## config.mk

```make
export PLATFORM = sky130hd
export DESIGN_NAME = pc_unit
export DESIGN_NICKNAME = d
export VERILOG_FILES = /design/src/rtl/mips32_pkg.sv /design/src/rtl/pc_reg.sv /design/src/rtl/pc_unit.sv
export SDC_FILE = /design/constraint.sdc
export NUM_CORES = 1
export LEC_CHECK = 0
export CORE_ASPECT_RATIO = 0.9
export CORE_MARGIN = 2
export CORE_UTILIZATION = 43
export CTS_CLUSTER_DIAMETER = 200
export CTS_CLUSTER_SIZE = 14
export DETAILED_ROUTE_END_ITERATION = 16
export PLACE_DENSITY = 0.74
export SYNTH_ARGS = -nofsm -noshare
export SYNTH_HDL_FRONTEND = slang
export SYNTH_HIERARCHICAL = 1
export SYNTH_SLANG_ARGS = --single-unit
```

## constraint.sdc

```tcl
create_clock -name clock -period 2.3 [get_ports clock]
set_clock_uncertainty 0.05 [all_clocks]
set_input_delay 0.46 -clock clock [delete_from_list [all_inputs] [get_ports clock]]
set_output_delay 0.46 -clock clock [all_outputs]
set_load 0.05 [all_outputs]
```

## src/rtl/mips32_pkg.sv

```systemverilog
// Shared definitions for the MIPS32 fetch path: PC sequencer states and default vectors.
package mips32_pkg;

  typedef enum logic {
    RUN  = 1'b0,
    SLOT = 1'b1
  } pc_state_t;

  localparam logic [31:0] DEFAULT_RESET_VECTOR = 32'h0000_0000;
  localparam logic [31:0] DEFAULT_EXC_VECTOR   = 32'h0000_0080;
  localparam int          DEFAULT_STEP         = 4;

endpackage

```

## src/rtl/pc_reg.sv

```systemverilog
// Generic WIDTH-bit register with synchronous reset value and load enable.
module pc_reg #(
  parameter int               WIDTH     = 32,
  parameter logic [WIDTH-1:0] RESET_VAL = '0
) (
  input  logic             clock,
  input  logic             reset,
  input  logic             en,
  input  logic [WIDTH-1:0] d,
  output logic [WIDTH-1:0] q
);

  always_ff @(posedge clock) begin
    if (reset) begin
      q <= RESET_VAL;
    end else if (en) begin
      q <= d;
    end
  end

endmodule

```

## src/rtl/pc_unit.sv

```systemverilog
// Program counter with one branch delay slot, stall and exception redirect.
// Optional PC_ALIGN_CHECK_EN adds a misalign pulse and forces captured targets onto STEP alignment.
module pc_unit
  import mips32_pkg::*;
#(
  parameter int               WIDTH        = 32,
  parameter int               STEP         = DEFAULT_STEP,
  parameter logic [WIDTH-1:0] RESET_VECTOR = WIDTH'(DEFAULT_RESET_VECTOR),
  parameter logic [WIDTH-1:0] EXC_VECTOR   = WIDTH'(DEFAULT_EXC_VECTOR)
) (
  input  logic             clock,
  input  logic             reset,
  input  logic             stall,
  input  logic             br_taken,
  input  logic [WIDTH-1:0] br_target,
  input  logic             exc,
  output logic [WIDTH-1:0] pc,
  output logic [WIDTH-1:0] pc_prev,
  output logic             in_slot,
  output logic [WIDTH-1:0] epc
`ifdef PC_ALIGN_CHECK_EN
  ,
  output logic             misalign
`endif
);

  localparam logic [WIDTH-1:0] STEP_W = WIDTH'(STEP);

  pc_state_t        state, state_next;
  logic             pc_en, epc_en, tq_en;
  logic [WIDTH-1:0] pc_d, epc_d, tq_d, target_q, tq_capture;

  always_ff @(posedge clock) begin
    if (reset) begin
      state <= RUN;
    end else begin
      state <= state_next;
    end
  end

  assign in_slot = (state == SLOT);

  // Exception beats stall; the delay slot reports the branch itself as the return point.
  always_comb begin
    state_next = state;
    pc_en      = 1'b0;
    pc_d       = pc;
    epc_en     = 1'b0;
    epc_d      = epc;
    tq_en      = 1'b0;
    tq_d       = target_q;
    if (exc) begin
      pc_en      = 1'b1;
      pc_d       = EXC_VECTOR;
      epc_en     = 1'b1;
      epc_d      = in_slot ? pc_prev : pc;
      tq_en      = 1'b1;
      tq_d       = '0;
      state_next = RUN;
    end else if (!stall) begin
      pc_en = 1'b1;
      if (state == SLOT) begin
        pc_d       = target_q;
        state_next = RUN;
      end else begin
        pc_d = pc + STEP_W;
        if (br_taken) begin
          tq_en      = 1'b1;
          tq_d       = tq_capture;
          state_next = SLOT;
        end
      end
    end
  end

`ifdef PC_ALIGN_CHECK_EN
  localparam logic [WIDTH-1:0] ALIGN_MASK = WIDTH'(STEP - 1);

  logic tq_mis;

  assign tq_capture = br_target & ~ALIGN_MASK;

  // Remember a trimmed target so the pulse lines up with the cycle pc shows it.
  always_ff @(posedge clock) begin
    if (reset) begin
      tq_mis   <= 1'b0;
      misalign <= 1'b0;
    end else begin
      if (tq_en) begin
        tq_mis <= !exc && (|(br_target & ALIGN_MASK));
      end
      misalign <= !exc && !stall && (state == SLOT) && tq_mis;
    end
  end
`else
  assign tq_capture = br_target;
`endif

  pc_reg #(.WIDTH(WIDTH), .RESET_VAL(RESET_VECTOR)) u_pc (
    .clock(clock), .reset(reset), .en(pc_en), .d(pc_d), .q(pc)
  );

  pc_reg #(.WIDTH(WIDTH), .RESET_VAL(RESET_VECTOR)) u_pc_prev (
    .clock(clock), .reset(reset), .en(pc_en), .d(pc), .q(pc_prev)
  );

  pc_reg #(.WIDTH(WIDTH), .RESET_VAL('0)) u_epc (
    .clock(clock), .reset(reset), .en(epc_en), .d(epc_d), .q(epc)
  );

  pc_reg #(.WIDTH(WIDTH), .RESET_VAL('0)) u_target (
    .clock(clock), .reset(reset), .en(tq_en), .d(tq_d), .q(target_q)
  );

endmodule

```

Yosys cells after proc, flatten, opt, wreduce, memory -nomap -nowiden
Cells that the tools add are included.
{"block": "op_classes", "n_eq_ne": 2, "n_reduce_logical": 5, "add_sub_neg": 1, "muxes": 15}
{"operator": "$mux 32", "count": 8}
{"operator": "$add 32x3->32 const B", "count": 1}
{"operator": "$mux 1", "count": 7}
{"operator": "$reduce_and 2->1", "count": 2}
{"operator": "$reduce_and 4->1", "count": 1}
{"operator": "$ne 2x1->1 const B", "count": 1}
{"operator": "$ne 2x2->1 const B", "count": 1}
{"operator": "$reduce_bool 2->1", "count": 1}
{"operator": "$reduce_or 2->1", "count": 1}
{"block": "word_totals", "wordCells": 28, "out_inout_bits": 97, "ff_bits": 129}

Logic depth before layout (Yosys ltp)
{"block": "depth", "ltp_word": 5, "depth_mapped": 9}

Hierarchy
Netlist, hierarchy kept.
{"module": "pc_reg", "cells_each": 103, "seq_area_each_um2": 640.6, "instances": 4, "area_per_inst_um2": 1163.6}
{"module": "pc_unit", "cells_each": 457, "seq_area_each_um2": 20.0, "instances": 1, "area_per_inst_um2": 2563.7}

Worst setup path after synthesis
Ideal clock, no wire load.
{"block": "synth_timing", "path_kind": "register to register", "from": "reg u_pc.q[2]", "to": "reg u_pc.q[20]", "period_less_slack_ns": 2.487, "t_arrival_ns": 2.371, "stages_incl_launch_ff": 9, "setup_time_ns": 0.066, "slack_ns": -0.187, "required_time_ns": 2.184, "cell_sequence": "dfxtp_1 ha_1 nand3_4 nor4b_4 nand2_1 o221a_2 a2111oi_2 mux2i_1 nor2_1"}
{"block": "synth_between", "elab_chain_len": 4}
{"element": "start: declaration", "line_no": "pc_reg.sv:10", "source": "output logic [WIDTH-1:0] q"}
{"element": "start signal: assignment", "line_no": "pc_reg.sv:15", "source": "q <= RESET_VAL;"}
{"element": "start signal: assignment", "line_no": "pc_reg.sv:17", "source": "q <= d;"}
{"element": "$add 32x3->32", "line_no": "pc_unit.sv:66", "source": "pc_d = pc + STEP_W;"}
{"element": "$mux 32", "line_no": "pc_unit.sv:62", "source": "if (state == SLOT) begin"}
{"element": "$mux 32", "line_no": "pc_unit.sv:60", "source": "end else if (!stall) begin"}
{"element": "$mux 32", "line_no": "pc_unit.sv:52", "source": "if (exc) begin"}
{"element": "net pc_d[20]", "line_no": "pc_unit.sv:31", "source": "logic [WIDTH-1:0] pc_d, epc_d, tq_d, target_q, tq_capture;"}
The timed path passes the listed nets, and every way through them passes these cells. The select of a mux whose other input is x is not followed.
A chain may end at the register's enable or synchronous reset.

Worst setup path in the final report
{"block": "layout_timing", "from": "reg u_pc.q[15]", "to": "out pc[15]"}
{"element": "end: declaration", "line_no": "pc_unit.sv:17", "source": "output logic [WIDTH-1:0] pc,"}
No word-level cell between the ends.

==> results_dict.tcl <==
set metrics [dict create \
    cts_setup_buffers 0 \
    die_area_mm2 0.0178 \
    placeableCoreArea_mm2 0.0163 \
    clockBufferDepth 2 \
    launch_point_of_the_critical_path "u_pc/q[15]$_SDFFE_PP0P_" \
    io_buffer_count 133 \
    path_depth 1 \
    fp-row-count 44 \
    largest_net_degree_at_the_start_of_global_routing 118 \
    place_hpwl_um 14000 \
    totalPowerFinal_w 0.00593 \
    setup-violations-final 0 \
    seq_area_frac_synth 0.358 \
    worst_skew_pair.late_latency_ns 0.43 \
    timing.fmax_mhz 442 \
    period_minus_slack_ns 2.26 \
    drt-total-wl_um 20400 \
    critPathSlowestCell "sky130_fd_sc_hd__clkdlybuf4s50_1" \
    antenna_cells 0 \
    cp-end-kind "output port" \
    clkTransAtPathRegs_ns 0.06 \
    worst_hold_slack_ns 0.331 \
    finalHoldViolations 0 \
    drtIter0Drc 471 \
    worst-endpoint-arrival_ns 1.75 \
    slew_violations 0 \
    relSlewSlack 0.629 \
    syn_nets 907 \
    detail_route.drc_violations 0 \
    synth_async_sr_flop_share 0 \
    critical_path.reg2reg.startpoint "u_pc/q[2]$_SDFFE_PP0P_" \
    critPathTopFamily "buffers and inverters" \
    worstReg2RegEnd "u_pc/q[29]$_SDFFE_PP0P_" \
    gr-total-overflow 0 \
    cts_num_sinks 129 \
    ctsRootBufferMaster "sky130_fd_sc_hd__clkbuf_16" \
    cp_capture_point "pc[15]" \
    number_of_flops_mapped_to_enable_cells_by_yosys 0 \
    ff2ff_path_depth 9 \
    drt.antenna.violating_nets 0 \
    worst-endpoint-required_ns 1.79 \
    placedInstanceArea_mm2 0.00885 \
    grt_use_total 0.228 \
    cts_buffers 17 \
    cts-hold-fix-buffers 0 \
    areaGrowthSynthToFinish_pct 31.7 \
    cts_tree "yes" \
    postSynthRegisterBits 129 \
    max_stage_delay_ns 0.87 \
    post_synth_instance_area_mm2 0.00722 \
    total_leakage_power_nw 4.09 \
    worstSetupPathType "flop to output port" \
    initial_antenna_violation_count 0 \
    layout.nets 1050 \
    maxCapViolCount 0 \
    num_vias 6738 \
    wl_per_cell_um 16.6 \
    synth.yosys.warnings 6 \
    worstMarginPinSlew_ns 0.556 \
    die-width_um 141 \
    vias_in_the_first_global_route 6083 \
    drt_pre_antenna_iters 5 \
    cts_max_level 4 \
    wire_length_of_the_first_global_routing_pass_um 32600 \
    crit_path_cell_trace "clkdlybuf4s50_1" \
    yosysUniqueCellTypes 57 \
    min_period_over_period 0.984 \
    post_drt_via_cell_ratio 5.47 \
    postSynthCellCount 869 \
    crit_path_start_kind "flop" \
    post_route_cells_drive_above_1_share 0.132 \
    synth.avg_cell_area_um2 8.31 \
    final_cell_area_mm2 0.00951 \
    die_height_um 127 \
    hold_path.class "input pin to flop" \
    rsz0062_at_grt "true" \
    io_pins 134 \
    yosys_most_used_dff "sky130_fd_sc_hd__dfxtp_1" \
    cellPowerDensity_mw_per_mm2 624 \
    outcome "finished clean" \
    critical_path_buf_inv_count 1 \
    initial_utilization 0.443 \
    place.gp.congestion 0.975 \
    worst-path-max-fanout 10 \
    final_util 0.583 \
    ir_worst_vdd_mv 0.520 \
    setup.reg_to_reg.worst_slack_ns 0.06 \
]
[what timing repair did]
| item | 4_1_cts | 5_1_grt |
|---|---|---|
| cloned | 0 | 0 |
| setup endpoints to repair | 7 | 11 |
| resized for setup | 7 | 11 |
| pin swaps | 0 | 1 |
[synth_stat cells (8+ instances only)]
| cell | count | area, um2 |
|---|---|---|
| sky130_fd_sc_hd__nor3_1 | 13 | 65.1 |
| sky130_fd_sc_hd__a21oi_1 | 96 | 480 |
| sky130_fd_sc_hd__nor2_1 | 188 | 706 |
| sky130_fd_sc_hd__a22oi_1 | 14 | 105 |
| sky130_fd_sc_hd__dfxtp_1 | 129 | 2580 |
| sky130_fd_sc_hd__mux2i_1 | 162 | 1620 |
| sky130_fd_sc_hd__clkbuf_1 | 35 | 131 |
| sky130_fd_sc_hd__nand3_1 | 10 | 50.1 |
| sky130_fd_sc_hd__a31oi_1 | 8 | 50.1 |
| sky130_fd_sc_hd__nand2_1 | 87 | 327 |
| sky130_fd_sc_hd__o21ai_0 | 9 | 45.0 |
| sky130_fd_sc_hd__buf_12 | 12 | 240 |
[per-stage QoR]
stage,setup slack [ns],TNS (ns),std cells
6_report,0.0358,0,1232
5_1_grt,-0.0193,-0.0193,1232
4_1_cts,0.00388,0,1232
3_5_place_dp,0.00839,0,1200
3_3_place_gp,0.0487,0,1200
2_1_floorplan,0.000934,0,869
[logic make-up after synthesis]
kind of cell    after synthesis  share of synthesized area
fa+ha+maj                     1                    0.00173
flops                       129                      0.358
mux                         164                      0.228
buf+inv                      77                     0.0784
simple gates                347                      0.211
compound gates              151                      0.123
[cell type report]
| type | instances | area [um2] |
|---|---|---|
| sequential | 129 | 2600 |
| timing repair buffer | 193 | 1890 |
| clock buffer | 17 | 425 |
| tap | 207 | 259 |
| multi-input combinational | 663 | 4090 |
| fill | 1446 | 6790 |
| clock inverter | 15 | 206 |
| inverter | 8 | 30.0 |
[flip-flops by register name (all words and copies together) (netlist names)]
name / cells
in_slot: 1
u_epc/q: 32
u_pc/q: 32
u_pc_prev/q: 32
u_target/q: 32
[layout by cell type, fill, tap and decap left out, types with 9 or more instances in the layout]
cell                              instances
sky130_fd_sc_hd__o21ai_0                  9
sky130_fd_sc_hd__dfxtp_1                114
sky130_fd_sc_hd__clkdlybuf4s50_1        112
sky130_fd_sc_hd__nor3_1                  13
sky130_fd_sc_hd__nor2_1                 188
sky130_fd_sc_hd__a21oi_1                 96
sky130_fd_sc_hd__nand3_1                 10
sky130_fd_sc_hd__mux2i_1                162
sky130_fd_sc_hd__a22oi_1                 14
sky130_fd_sc_hd__nand2_1                 87
sky130_fd_sc_hd__buf_4                   56
sky130_fd_sc_hd__clkbuf_16               17
sky130_fd_sc_hd__buf_12                   9
sky130_fd_sc_hd__dfxtp_2                 15
[layer usage]
layer,track usage,vias up,wire (um),part of all wire
met1,0.337,3122,9890,0.48
met4,0.0759,0,404,0.020
met3,0.0649,37,1700,0.083
met5,0,-,0,0
li1,-,3316,-,-
met2,0.317,263,8430,0.41
[worst min path at each step]
stage | startpoint | endpoint | cells past startpoint
after floorplan | u_target/q[3]$_SDFFE_PP0P_ | u_target/q[3]$_SDFFE_PP0P_ | 2
after global placement | u_pc_prev/q[0]$_SDFFE_PP0P_ | u_pc_prev/q[0]$_SDFFE_PP0P_ | 2
after detailed placement | u_epc/q[6]$_SDFFE_PP0P_ | u_epc/q[6]$_SDFFE_PP0P_ | 2
after CTS | exc | u_epc/q[29]$_SDFFE_PP0P_ | 3
after global routing | exc | u_epc/q[29]$_SDFFE_PP0P_ | 3
final | exc | u_epc/q[29]$_SDFFE_PP0P_ | 3
[report_power, final]
| group | total, W | switching [W] | internal (W) |
|---|---|---|---|
| clock | 0.00289 | 0.00106 | 0.00182 |
| sequential | 0.00232 | 0.0000424 | 0.00228 |
| combinational | 0.000722 | 0.000424 | 0.000298 |
| total | 0.00593 | 0.00153 | 0.00440 |
(Power assumes the default switching activity.)
